==> config.mk <==
export PLATFORM = sky130hd
export DESIGN_NAME = mean_arb_flat
export DESIGN_NICKNAME = d
export VERILOG_FILES = /design/src/rtl/mean_arb_if.sv /design/src/rtl/mean_arb.sv /design/src/flat_wrapper.sv
export SDC_FILE = /design/constraint.sdc
export NUM_CORES = 1
export LEC_CHECK = 0
export CAP_MARGIN = 20
export CORE_ASPECT_RATIO = 0.75
export CORE_MARGIN = 2
export CORE_UTILIZATION = 50
export DETAILED_ROUTE_END_ITERATION = 8
export GPL_TIMING_DRIVEN = 0
export PLACE_DENSITY_LB_ADDON = 0.08
export SYNTH_ARGS = -nofsm -noshare
export SYNTH_HDL_FRONTEND = slang
export SYNTH_SLANG_ARGS = --single-unit
==> constraint.sdc <==
create_clock -name clk -period 4.41 [get_ports clk]
set_input_delay 1.1025 -clock clk [delete_from_list [all_inputs] [get_ports clk]]
set_output_delay 1.1025 -clock clk [all_outputs]
set_load 0.02 [all_outputs]
==> src/rtl/mean_arb_if.sv <==
// Bundle of requester, engine and result signals around the mean_arb scheduler.
// master: the scheduler side. slave: the requesters/engine environment.
interface mean_arb_if #(
    parameter int unsigned NUM_CH   = 4,
    parameter int unsigned CH_BITS  = 2,
    parameter int unsigned bit_wide = 8
);
    logic [NUM_CH-1:0]          req;
    logic [NUM_CH*bit_wide-1:0] req_data;
    logic [NUM_CH-1:0]          ack;
    logic                       eng_valid;
    logic                       eng_ready;
    logic [CH_BITS-1:0]         eng_ch;
    logic [bit_wide-1:0]        eng_data;
    logic                       eng_res_valid;
    logic [bit_wide-1:0]        eng_res;
    logic                       res_valid;
    logic [CH_BITS-1:0]         res_ch;
    logic [bit_wide-1:0]        res_data;
    logic                       res_warm;
    logic                       busy;
    logic                       err;

    modport master (
        input  req, req_data, eng_ready, eng_res_valid, eng_res,
        output ack, eng_valid, eng_ch, eng_data, res_valid, res_ch, res_data, res_warm, busy,
               err
    );

    modport slave (
        output req, req_data, eng_ready, eng_res_valid, eng_res,
        input  ack, eng_valid, eng_ch, eng_data, res_valid, res_ch, res_data, res_warm, busy, err
    );
endinterface

==> src/rtl/mean_arb.sv <==
// Round-robin scheduler sharing one moving-average engine among NUM_CH requesters.
// Optional WAIT timeout enabled by defining MEAN_ARB_TIMEOUT_EN.
module mean_arb #(
    parameter int unsigned NUM_CH   = 4,
    parameter int unsigned CH_BITS  = 2,
    parameter int unsigned bit_wide = 8,
    parameter int unsigned buf_size = 16,
    parameter int unsigned cont_bit = 4,
    parameter int unsigned TIMEOUT  = 63
) (
    input logic        clk,
    input logic        rst,
    mean_arb_if.master bus
);
    localparam int unsigned FillW = cont_bit + 1;
    localparam logic [FillW-1:0] FillMax = FillW'(buf_size);
`ifdef MEAN_ARB_TIMEOUT_EN
    localparam int unsigned ToW = $clog2(TIMEOUT + 1);
    localparam logic [ToW-1:0] ToLast = ToW'(TIMEOUT - 1);
`endif

    typedef enum logic [1:0] {StIdle, StIssue, StWait} state_e;

    state_e              state_q, state_d;
    logic [CH_BITS-1:0]  last_q, last_d;
    logic [CH_BITS-1:0]  gnt_q, gnt_d;
    logic [bit_wide-1:0] eng_data_q, eng_data_d;
    logic [FillW-1:0]    fill_q [NUM_CH];
    logic [FillW-1:0]    fill_d [NUM_CH];
    logic                res_valid_q, res_valid_d;
    logic [CH_BITS-1:0]  res_ch_q, res_ch_d;
    logic [bit_wide-1:0] res_data_q, res_data_d;
    logic                res_warm_q, res_warm_d;
    logic                err_q, err_d;
`ifdef MEAN_ARB_TIMEOUT_EN
    logic [ToW-1:0]      to_cnt_q, to_cnt_d;
    logic                inc_q, inc_d;  // fill really moved at handshake, so a timeout may undo it
`endif

    logic [NUM_CH-1:0]   ack;
    logic [bit_wide-1:0] samp [NUM_CH];
    logic                pick_found;
    logic [CH_BITS-1:0]  pick_ch;
    logic [CH_BITS-1:0]  pick_idx;

    for (genvar k = 0; k < NUM_CH; k++) begin : g_samp
        assign samp[k] = bus.req_data[k*bit_wide +: bit_wide];
    end

    // First requester after the last served channel, wrapping modulo NUM_CH.
    always_comb begin
        pick_found = 1'b0;
        pick_ch    = '0;
        pick_idx   = '0;
        for (int unsigned i = 1; i <= NUM_CH; i++) begin
            pick_idx = CH_BITS'((32'(last_q) + i) % NUM_CH);
            if (!pick_found && bus.req[pick_idx]) begin
                pick_found = 1'b1;
                pick_ch    = pick_idx;
            end
        end
    end

    always_comb begin
        state_d     = state_q;
        last_d      = last_q;
        gnt_d       = gnt_q;
        eng_data_d  = eng_data_q;
        fill_d      = fill_q;
        res_valid_d = 1'b0;
        res_ch_d    = res_ch_q;
        res_data_d  = res_data_q;
        res_warm_d  = res_warm_q;
        err_d       = 1'b0;
        ack         = '0;
`ifdef MEAN_ARB_TIMEOUT_EN
        inc_d       = inc_q;
        to_cnt_d    = (state_q == StWait) ? to_cnt_q + 1'b1 : '0;
`endif
        unique case (state_q)
            StIdle: begin
                err_d = bus.eng_res_valid;
                if (pick_found) begin
                    gnt_d      = pick_ch;
                    eng_data_d = samp[pick_ch];
                    state_d    = StIssue;
                end
            end
            StIssue: begin
                err_d = bus.eng_res_valid;
                if (bus.eng_ready) begin
                    ack[gnt_q] = 1'b1;
                    last_d     = gnt_q;
                    if (fill_q[gnt_q] != FillMax) begin
                        fill_d[gnt_q] = fill_q[gnt_q] + 1'b1;
                    end
`ifdef MEAN_ARB_TIMEOUT_EN
                    inc_d = (fill_q[gnt_q] != FillMax);
`endif
                    state_d = StWait;
                end
            end
            StWait: begin
                if (bus.eng_res_valid) begin
                    res_valid_d = 1'b1;
                    res_ch_d    = gnt_q;
                    res_data_d  = bus.eng_res;
                    res_warm_d  = (fill_q[gnt_q] == FillMax);
                    state_d     = StIdle;
                end
`ifdef MEAN_ARB_TIMEOUT_EN
                else if (to_cnt_q == ToLast) begin
                    err_d = 1'b1;
                    if (inc_q) begin
                        fill_d[gnt_q] = fill_q[gnt_q] - 1'b1;
                    end
                    state_d = StIdle;
                end
`endif
            end
            default: state_d = StIdle;
        endcase
    end

    always_ff @(posedge clk) begin
        if (rst) begin
            state_q     <= StIdle;
            last_q      <= CH_BITS'(NUM_CH - 1);
            gnt_q       <= '0;
            eng_data_q  <= '0;
            fill_q      <= '{default: '0};
            res_valid_q <= 1'b0;
            res_ch_q    <= '0;
            res_data_q  <= '0;
            res_warm_q  <= 1'b0;
            err_q       <= 1'b0;
`ifdef MEAN_ARB_TIMEOUT_EN
            to_cnt_q    <= '0;
            inc_q       <= 1'b0;
`endif
        end else begin
            state_q     <= state_d;
            last_q      <= last_d;
            gnt_q       <= gnt_d;
            eng_data_q  <= eng_data_d;
            fill_q      <= fill_d;
            res_valid_q <= res_valid_d;
            res_ch_q    <= res_ch_d;
            res_data_q  <= res_data_d;
            res_warm_q  <= res_warm_d;
            err_q       <= err_d;
`ifdef MEAN_ARB_TIMEOUT_EN
            to_cnt_q    <= to_cnt_d;
            inc_q       <= inc_d;
`endif
        end
    end

    assign bus.ack       = ack;
    assign bus.eng_valid = (state_q == StIssue);
    assign bus.eng_ch    = gnt_q;
    assign bus.eng_data  = eng_data_q;
    assign bus.res_valid = res_valid_q;
    assign bus.res_ch    = res_ch_q;
    assign bus.res_data  = res_data_q;
    assign bus.res_warm  = res_warm_q;
    assign bus.busy      = (state_q != StIdle);
    assign bus.err       = err_q;
endmodule

==> src/flat_wrapper.sv <==
// flat-port wrapper written by rule: the top's interface ports become plain ports
module mean_arb_flat 
#(
    parameter int unsigned NUM_CH   = 4,
    parameter int unsigned CH_BITS  = 2,
    parameter int unsigned bit_wide = 8,
    parameter int unsigned buf_size = 16,
    parameter int unsigned cont_bit = 4,
    parameter int unsigned TIMEOUT  = 63
)
  (clk, rst, bus_req, bus_req_data, bus_eng_ready, bus_eng_res_valid, bus_eng_res, bus_ack, bus_eng_valid, bus_eng_ch, bus_eng_data, bus_res_valid, bus_res_ch, bus_res_data, bus_res_warm, bus_busy, bus_err);
  mean_arb_if #(.NUM_CH(NUM_CH), .CH_BITS(CH_BITS), .bit_wide(bit_wide)) bus_i ();
  input logic clk;
  input logic rst;
  input wire logic [$bits(bus_i.req)-1:0] bus_req;
  input wire logic [$bits(bus_i.req_data)-1:0] bus_req_data;
  input wire logic [$bits(bus_i.eng_ready)-1:0] bus_eng_ready;
  input wire logic [$bits(bus_i.eng_res_valid)-1:0] bus_eng_res_valid;
  input wire logic [$bits(bus_i.eng_res)-1:0] bus_eng_res;
  output wire logic [$bits(bus_i.ack)-1:0] bus_ack;
  output wire logic [$bits(bus_i.eng_valid)-1:0] bus_eng_valid;
  output wire logic [$bits(bus_i.eng_ch)-1:0] bus_eng_ch;
  output wire logic [$bits(bus_i.eng_data)-1:0] bus_eng_data;
  output wire logic [$bits(bus_i.res_valid)-1:0] bus_res_valid;
  output wire logic [$bits(bus_i.res_ch)-1:0] bus_res_ch;
  output wire logic [$bits(bus_i.res_data)-1:0] bus_res_data;
  output wire logic [$bits(bus_i.res_warm)-1:0] bus_res_warm;
  output wire logic [$bits(bus_i.busy)-1:0] bus_busy;
  output wire logic [$bits(bus_i.err)-1:0] bus_err;
  assign bus_i.req = bus_req;
  assign bus_i.req_data = bus_req_data;
  assign bus_i.eng_ready = bus_eng_ready;
  assign bus_i.eng_res_valid = bus_eng_res_valid;
  assign bus_i.eng_res = bus_eng_res;
  assign bus_ack = bus_i.ack;
  assign bus_eng_valid = bus_i.eng_valid;
  assign bus_eng_ch = bus_i.eng_ch;
  assign bus_eng_data = bus_i.eng_data;
  assign bus_res_valid = bus_i.res_valid;
  assign bus_res_ch = bus_i.res_ch;
  assign bus_res_data = bus_i.res_data;
  assign bus_res_warm = bus_i.res_warm;
  assign bus_busy = bus_i.busy;
  assign bus_err = bus_i.err;
  mean_arb #(.NUM_CH(NUM_CH), .CH_BITS(CH_BITS), .bit_wide(bit_wide), .buf_size(buf_size), .cont_bit(cont_bit), .TIMEOUT(TIMEOUT)) u_core (.clk(clk), .rst(rst), .bus(bus_i));
endmodule
# Word-level counts from Yosys, hierarchy flattened
# Cells that the tools add are included.
# op_classes
n_addsub	5
n_lt_le_gt_ge	9
eq_ne	7
mux	34
bitwise_logic	4
n_reduce_logical	18
# ops
op	count
bitwise mux 20 bit	1
binary-select mux 8 bit (select 2 bit)	1
2-to-1 mux 8 bit	2
less-than comparator 2 x 3 -> 1 bit, second input constant	5
2-to-1 mux 5 bit	3
2-to-1 mux 2 bit	7
binary-select mux 5 bit (select 2 bit)	1
demux 5 bit (select 2 bit)	1
2-to-1 mux 1 bit	10
binary-select mux 1 bit (select 2 bit)	4
2-to-1 mux 4 bit	2
>= comparator 3 bit, second input constant	2
NOT 2 -> 3 bit	2
case mux 2 bit (3 select lines)	1
AND reduction 2 bit	3
AND reduction 3 bit	2
OR reduction 2 bit	3
adder 5 x 1 -> 5 bit, second input constant	1
== test 5 bit, second input constant	1
logical AND 1 bit	5
inequality test 5 bit, second input constant	1
adder 2 x 1 -> 2 bit, second input constant	2
adder 2 bit, second input constant	2
inequality test 2 bit, second input constant	2
10 further kinds	13
# totals
ff_bits	47
elab_cells	90

# Depth between registers and ports, before layout
# Gate-level depths: netlist of run 1.
# logic_depth
ltp_word	17
depth_mapped	10
ltp_nobuf	8

# Worst setup path after synthesis of run 1
# OpenSTA, ideal clock, no wires.
# synth_path
kind	input port to output port
from	in bus_eng_ready
to	out bus_ack[1]
arrival_ns	1.871
t_required_ns	3.308
setup_slack_ns	1.436
stages	3
n_path_buf	0
cell_sequence	and3b_1 nand2_1 nor2_1
# synth_between
elab_chain_cells	2
# synth_lines
item	line	text
start: declaration	flat_wrapper.sv:17	input wire logic [$bits(bus_i.eng_ready)-1:0] bus_eng_ready;
2-to-1 mux 4 bit	mean_arb.sv:91	if (bus.eng_ready) begin
2-to-1 mux 4 bit	mean_arb.sv:80	unique case (state_q)
end: declaration	flat_wrapper.sv:20	output wire logic [$bits(bus_i.ack)-1:0] bus_ack;
# No other way between the ends.

# Worst setup path after layout of run 1
# Same ends and word-level chain as after synthesis.

==> impl_metrics.env, run 1 <==
export IMPL_outcome="completed"
export IMPL_grt_pass1_wl_mm=10.35
export IMPL_fill_cells=359
export IMPL_hold_violations=0
export IMPL_drcViolationCount=0
export IMPL_area_growth_pct=37.71
export IMPL_yosys_most_used_dff="dfxtp_1"
export IMPL_peakVddDrop_mv=0.2345
export IMPL_fin_tns_setup_ps=0
export IMPL_dr_pass1_iters=4
export IMPL_synthArstFlopShare_pct=0
export IMPL_tightest_slew_ps=674.0
export IMPL_finalNetCount=380
export IMPL_cts_tree="yes"
export IMPL_clockBufferDepth=2
export IMPL_power_w=0.0009837
export IMPL_drv_slew=0
export IMPL_grt_pass1_vias=2097
export IMPL_die_y_um=64.53
export IMPL_reg2reg_depth=9
export IMPL_syn_nets=297
export IMPL_post_drt_via_cell_ratio=5.593
export IMPL_postCtsHoldBufs=0
export IMPL_syn_area_per_cell_um2=9.888
export IMPL_port_buffers=76
export IMPL_arrival_ps=3110
export IMPL_grtUsageTotal_pct=23.74
export IMPL_drtIter0Drc=91
export IMPL_clk_pin_slew_worst_paths_ps=90
export IMPL_overflow=0
export IMPL_p_int_w=0.0006910
export IMPL_p_per_area_nw_per_um2=292.5
export IMPL_initial_core_util_pct=53.42
export IMPL_r2r_start="u_core.bus.eng_ch[1]"
export IMPL_final_antenna_net_count=0
export IMPL_yosysWarnings=0
export IMPL_relSlewSlack_pct=55.07
export IMPL_netlist_instances=247
export IMPL_swShare_pct=29.75
export IMPL_antenna_found_initial=0
export IMPL_pwr_share_seq_pct=46.9
export IMPL_die_area_um2=5465
export IMPL_grt_max_degree=16
export IMPL_whs_path_depth=2
export IMPL_p_clk_share_pct=26.4
export IMPL_dp_final_hpwl_mm=4.698
export IMPL_finalCriticalPeriod_ps=4209
export IMPL_leakage_nw=1.273
export IMPL_rsz0062_at_grt="false"
export IMPL_fmax_ghz=0.2376
export IMPL_comb_power_share_pct=26.7
export IMPL_placementRows=21
export IMPL_core_area_um2=4572
export IMPL_switchingPower_w=0.0002927
export IMPL_n_antenna_cell=0
export IMPL_yosysSeqAreaShare_pct=38.52
export IMPL_ios=77
export IMPL_crit_start="bus_eng_ready"
export IMPL_drive_gt1_share_pct=10.27
export IMPL_wire_per_inst_um=16.06
export IMPL_finalWirelength_mm=6.231
export IMPL_cts_made_buffers=5
export IMPL_post_cts_buffers=0
export IMPL_synth_area_um2=2442
export IMPL_fin_skew_ps=4.334
export IMPL_setup_viol_count_final=0
export IMPL_crit_fanout=8
export IMPL_min_from="u_core.fill_q[11]"
export IMPL_min_period_over_period_pct=95.43
export IMPL_cp_start_kind="input pin"
export IMPL_ys_ff_latch=47
export IMPL_routabilityCongestion=0.8173
export IMPL_clockRootBuffer="clkbuf_8"
export IMPL_synth_edf_count=0
export IMPL_whs_endpoint="u_core.fill_q[11]"
export IMPL_r2r_end="u_core.fill_q[17]"
export IMPL_min_path_type="reg -> reg"
export IMPL_dr_total_vias=2170
export IMPL_critical_path_class="in -> out"
export IMPL_synth_cell_types=49
export IMPL_cts_resized=0
export IMPL_drv_cap=0
export IMPL_regToRegSetupSlack_ps=1980
export IMPL_cp_end_kind="output port"
export IMPL_clock_sinks=47
export IMPL_cts_htree_levels=2
export IMPL_clkLatencyLatePin_ps=300
export IMPL_fp_dieW_um=84.70
export IMPL_required_ps=3310
==> synth_stat cells (2+ instances only) <==
cell	instances	area, µm²
dfxtp_1	47	940.9
nor2_1	27	101.4
mux2i_1	23	230.2
a21oi_1	19	95.09
nand2_1	11	41.29
a211oi_1	9	67.56
nand2b_1	9	56.30
a221o_1	8	80.08
nand4_1	8	50.05
o31ai_1	8	60.06
mux2_1	7	78.83
clkbuf_1	6	22.52
mux2_2	6	67.56
nor2b_1	5	31.28
a311oi_1	3	26.28
inv_1	3	11.26
mux4_2	3	67.56
nand3_1	3	15.01
nand3b_1	3	22.52
o21a_1	3	22.52
buf_1	2	7.510
buf_4	2	15.01
buf_6	2	22.52
ha_1	2	25.02
nor3_1	2	10.01
nor3b_1	2	15.01
nor3b_2	2	25.02
==> cell families after synthesis <==
group / after synthesis / synth area share [%]
muxes: 40 / 18.80
adders and majority gates: 2 / 1.024
AOI/OAI and AO/OA: 58 / 18.08
buffers and inverters: 17 / 4.252
and+or+nand+nor: 81 / 18.60
DFF: 47 / 38.52
xor gates and xnor gates: 2 / 0.7173
==> stage by stage <==
stage / utilization, % / hold slack [ps] / setup slack, ps / cell area [µm²] / cells
2_1_floorplan: - / 449.5 / 1436 / 2442 / 247
3_3_place_gp: 71.62 / 462.2 / 214.0 / 3274 / 380
3_5_place_dp: 71.62 / 471.7 / 251.3 / 3274 / 380
4_1_cts: 73.56 / 487.6 / 235.0 / 3363 / 388
5_1_grt: 73.56 / 496.0 / 97.37 / 3363 / 388
6_report: 73.56 / 480.0 / 201.4 / 3363 / 388
==> placed cells by master (no fill, tap or decap), drive strengths merged, types with 5 or more instances in the layout <==
cell type	netlist	layout
a211oi	9	9
a221o	8	8
o31ai	8	8
nor2	27	27
clkbuf	6	11
mux2i	23	23
nor2b	6	6
clkdlybuf4s50	0	76
nand3	5	5
nand2	11	11
mux2	14	14
buf	8	8
nand4	8	8
nand2b	9	9
a21oi	19	19
dfxtp	47	47
==> routing by layer <==
layer	routed length (µm)	up-vias	global-route usage (%)	part of all wire [%]
met3	369	9	4.841	5.9
met4	82	0	7.341	1.3
met1	3166	1009	34.92	51
li1	-	1084	-	-
met5	0	-	0	0
met2	2613	68	34.94	42
==> worst max-delay path by stage <==
stage                            end  slack, ps  depth (start not counted)
final                     bus_ack[1]        200                          5
after global routing      bus_ack[1]        100                          5
after CTS                 bus_ack[1]        240                          5
after floorplan           bus_ack[1]       1440                          3
after global placement    bus_ack[1]        210                          5
after detailed placement  bus_ack[1]        250                          5
==> worst max-delay path, cell delays in order <==
cell             delay (ps)
clkdlybuf4s50_1         490
and3b_1                 240
nand2_1                  90
nor2_1                  460
clkdlybuf4s50_1         720
==> state kept, by name (all words and copies together) (netlist names) <==
signal,flops
u_core.fill_q,20
u_core.bus.eng_data,8
u_core.bus.res_data,8
u_core.bus.eng_ch,2
u_core.bus.res_ch,2
u_core.last_q,2
u_core.state_q,2
u_core.bus.err,1
u_core.bus.res_valid,1
u_core.bus.res_warm,1
==> final cells by class <==
type / instances / area, µm² / share of cell area, %
flip-flops and latches: 47 / 940.9 / 27.98
well taps: 57 / 71.32 / 2.121
clock inverters: 3 / 20.02 / 0.5952
clock buffers: 5 / 68.82 / 2.046
repair buffers: 76 / 760.7 / 22.62
plain buffers: 14 / 92.59 / 2.753
multi-input cells: 183 / 1398 / 41.55
inverters: 3 / 11.26 / 0.3348
==> power by group through the flow <==
| stage | clock network [W] | logic, W | registers (W) |
|---|---|---|---|
| after floorplan | 0 | 0.000133 | 0.000486 |
| after CTS | 0.000267 | 0.000262 | 0.000461 |
| final | 0.000260 | 0.000262 | 0.000461 |
| after detailed placement | 0 | 0.000261 | 0.000471 |
| after global placement | 0 | 0.000257 | 0.000470 |
| after global routing | 0.000285 | 0.000282 | 0.000464 |
No activity file was read; power rests on OpenSTA's default activity.
==> run 2, diff against run 1 <==
--- a/config.mk
+++ b/config.mk
@@ -10,7 +10,6 @@
 export CORE_MARGIN = 2
 export CORE_UTILIZATION = 50
 export DETAILED_ROUTE_END_ITERATION = 8
-export GPL_TIMING_DRIVEN = 0
 export PLACE_DENSITY_LB_ADDON = 0.08
 export SYNTH_ARGS = -nofsm -noshare
 export SYNTH_HDL_FRONTEND = slang
==> impl_metrics.env, run 2 (synthesis gave the netlist of run 1 again) <==
export IMPL_outcome="completed"
export IMPL_cp_end_kind="output port"
export IMPL_tightest_slew_ps=748.9
export IMPL_peakVddDrop_mv=0.2654
export IMPL_clock_sinks=47
export IMPL_cts_made_buffers=5
export IMPL_clkLatencyLatePin_ps=300
export IMPL_finalWirelength_mm=6.059
export IMPL_min_period_over_period_pct=88.70
export IMPL_final_common_cell="clkdlybuf4s50_1"
export IMPL_min_path_type="reg -> reg"
export IMPL_swShare_pct=27.93
export IMPL_reg2reg_depth=8
export IMPL_relSlewSlack_pct=49.92
export IMPL_cts_tree="yes"
export IMPL_drv_cap=0
export IMPL_r2r_start="u_core.bus.eng_ch[0]"
export IMPL_core_area_um2=4572
export IMPL_fin_skew_ps=8.981
export IMPL_comb_power_share_pct=23.8
export IMPL_cts_resized=0
export IMPL_cts_htree_levels=2
export IMPL_layout_common_cells="76 x clkdlybuf4s50_1, 47 x dfxtp_1, 27 x nor2_1"
export IMPL_fill_cells=350
export IMPL_drtIter0Drc=139
export IMPL_area_growth_pct=36.42
export IMPL_drcViolationCount=0
export IMPL_hold_violations=0
export IMPL_pwr_share_seq_pct=45.5
export IMPL_min_from="u_core.fill_q[6]"
export IMPL_finalNetCount=371
export IMPL_whs_path_depth=2
export IMPL_post_drt_via_cell_ratio=5.731
export IMPL_whs_endpoint="u_core.fill_q[6]"
export IMPL_largest_reg_flops=20
export IMPL_dp_final_hpwl_mm=4.490
export IMPL_setup_viol_count_final=0
export IMPL_routabilityCongestion=0.8311
export IMPL_fin_tns_setup_ps=0
export IMPL_drive_gt1_share_pct=10.25
export IMPL_p_int_w=0.0007430
export IMPL_r2r_end="u_core.fill_q[17]"
export IMPL_placementRows=21
export IMPL_power_w=0.001031
export IMPL_port_buffers=76
export IMPL_required_ps=3310
export IMPL_grtUsageTotal_pct=23.19
export IMPL_arrival_ps=2810
export IMPL_regToRegSetupSlack_ps=1550
export IMPL_fmax_ghz=0.2557
export IMPL_cp_start_kind="input pin"
export IMPL_dr_pass1_iters=5
export IMPL_p_clk_share_pct=30.7
export IMPL_initial_core_util_pct=53.42
export IMPL_clk_pin_slew_worst_paths_ps=80
export IMPL_grt_max_degree=44
export IMPL_wire_per_inst_um=15.99
export IMPL_finalCriticalPeriod_ps=3912
export IMPL_slowest_delay_ps=620
export IMPL_final_antenna_net_count=0
export IMPL_cpMaxStageDelayCell="clkdlybuf4s50_1"
export IMPL_clockRootBuffer="clkbuf_8"
export IMPL_clockBufferDepth=2
export IMPL_grt_pass1_vias=2018
export IMPL_top_register="u_core.fill_q"
export IMPL_switchingPower_w=0.0002879
export IMPL_leakage_nw=1.273
export IMPL_critical_path_class="in -> out"
export IMPL_antenna_found_initial=0
export IMPL_grt_pass1_wl_mm=10.16
export IMPL_overflow=0
export IMPL_die_area_um2=5465
export IMPL_die_y_um=64.53
export IMPL_p_per_area_nw_per_um2=309.4
export IMPL_hold_worst_slack_ps=485.6
export IMPL_post_cts_buffers=0
export IMPL_postCtsHoldBufs=0
export IMPL_crit_chain="clkdlybuf4s50_1 -> and3b_1 -> nand3_1 -> inv_1 -> clkdlybuf4s50_1"
export IMPL_cp_common_cell="clkdlybuf4s50_1"
export IMPL_n_antenna_cell=0
export IMPL_ios=77
export IMPL_drv_slew=0
export IMPL_rsz0062_at_grt="false"
export IMPL_crit_fanout=4
export IMPL_dr_total_vias=2172
export IMPL_fp_dieW_um=84.70
## run 2: changes by cell type in the layout (fill, tap and decap cells not counted), sizes merged
| cell | previous run | this run |
|---|---|---|
| clkinv | 1 | 2 |
| clkbuf | 11 | 5 |
| buf | 8 | 5 |
| bufinv | 0 | 1 |
| clkinvlp | 2 | 0 |
## run 2: worst max-delay path, delay by kind of cell
kind / cells / cell delay (ps)
buf+inv: 3 / 1310
simple gates: 2 / 390
## run 2: power by group through the flow
| stage | clock (W) | sequential [W] | combinational [W] |
|---|---|---|---|
| 2_1_floorplan | 0 | 0.000486 | 0.000133 |
| 4_1_cts | 0.000322 | 0.000469 | 0.000245 |
| 6_report | 0.000317 | 0.000469 | 0.000245 |
| 3_5_place_dp | 0 | 0.000479 | 0.000243 |
| 3_3_place_gp | 0 | 0.000478 | 0.000240 |
| 5_1_grt | 0.000338 | 0.000472 | 0.000264 |
## run 2: worst max-delay path by stage
stage	start	to	slack, ps	cells after the start
after floorplan	bus_eng_ready	bus_ack[1]	1440	3
after global placement	bus_eng_ready	bus_ack[3]	530	5
after detailed placement	bus_eng_ready	bus_ack[3]	500	5
after CTS	bus_eng_ready	bus_ack[3]	490	5
after global routing	bus_eng_ready	bus_ack[1]	430	5
final	bus_eng_ready	bus_ack[3]	500	5
## run 2: metrics by stage
stage / cells / utilization [%] / setup WS (ps) / area [µm²]
global route: 379 / 72.88 / 432.8 / 3332
global placement: 371 / 70.42 / 530.3 / 3219
detailed placement: 371 / 70.42 / 501.0 / 3219
CTS: 379 / 72.88 / 492.5 / 3332
floorplan: 247 / - / 1436 / 2442
finish: 379 / 72.88 / 498.5 / 3332
## run 2: area by class of cell
type / count / area, µm² / share of cell area (%)
Multi-Input combinational cell: 183 / 1398 / 41.95
Sequential cell: 47 / 940.9 / 28.24
Timing Repair Buffer: 81 / 798.3 / 23.96
Tap cell: 57 / 71.32 / 2.140
Clock buffer: 5 / 68.82 / 2.065
Clock inverter: 3 / 43.79 / 1.314
Inverter: 3 / 11.26 / 0.3380
## run 2: metal layers
metal	global-route usage, %	wire (µm)	share of wire [%]
met1	32.70	2897	48
met2	37.11	2754	45
met3	5.096	374	6.2
met4	4.167	32	0.53
met5	0	0	0
==> run 3, diff against run 2 <==
--- a/config.mk
+++ b/config.mk
@@ -9,6 +9,7 @@
 export CORE_ASPECT_RATIO = 0.75
 export CORE_MARGIN = 2
 export CORE_UTILIZATION = 50
+export CTS_CLUSTER_SIZE = 16
 export DETAILED_ROUTE_END_ITERATION = 8
 export PLACE_DENSITY_LB_ADDON = 0.08
 export SYNTH_ARGS = -nofsm -noshare
==> results of run 3 <==
No change in the layout: final DEF, timing and power equal those of run 2.
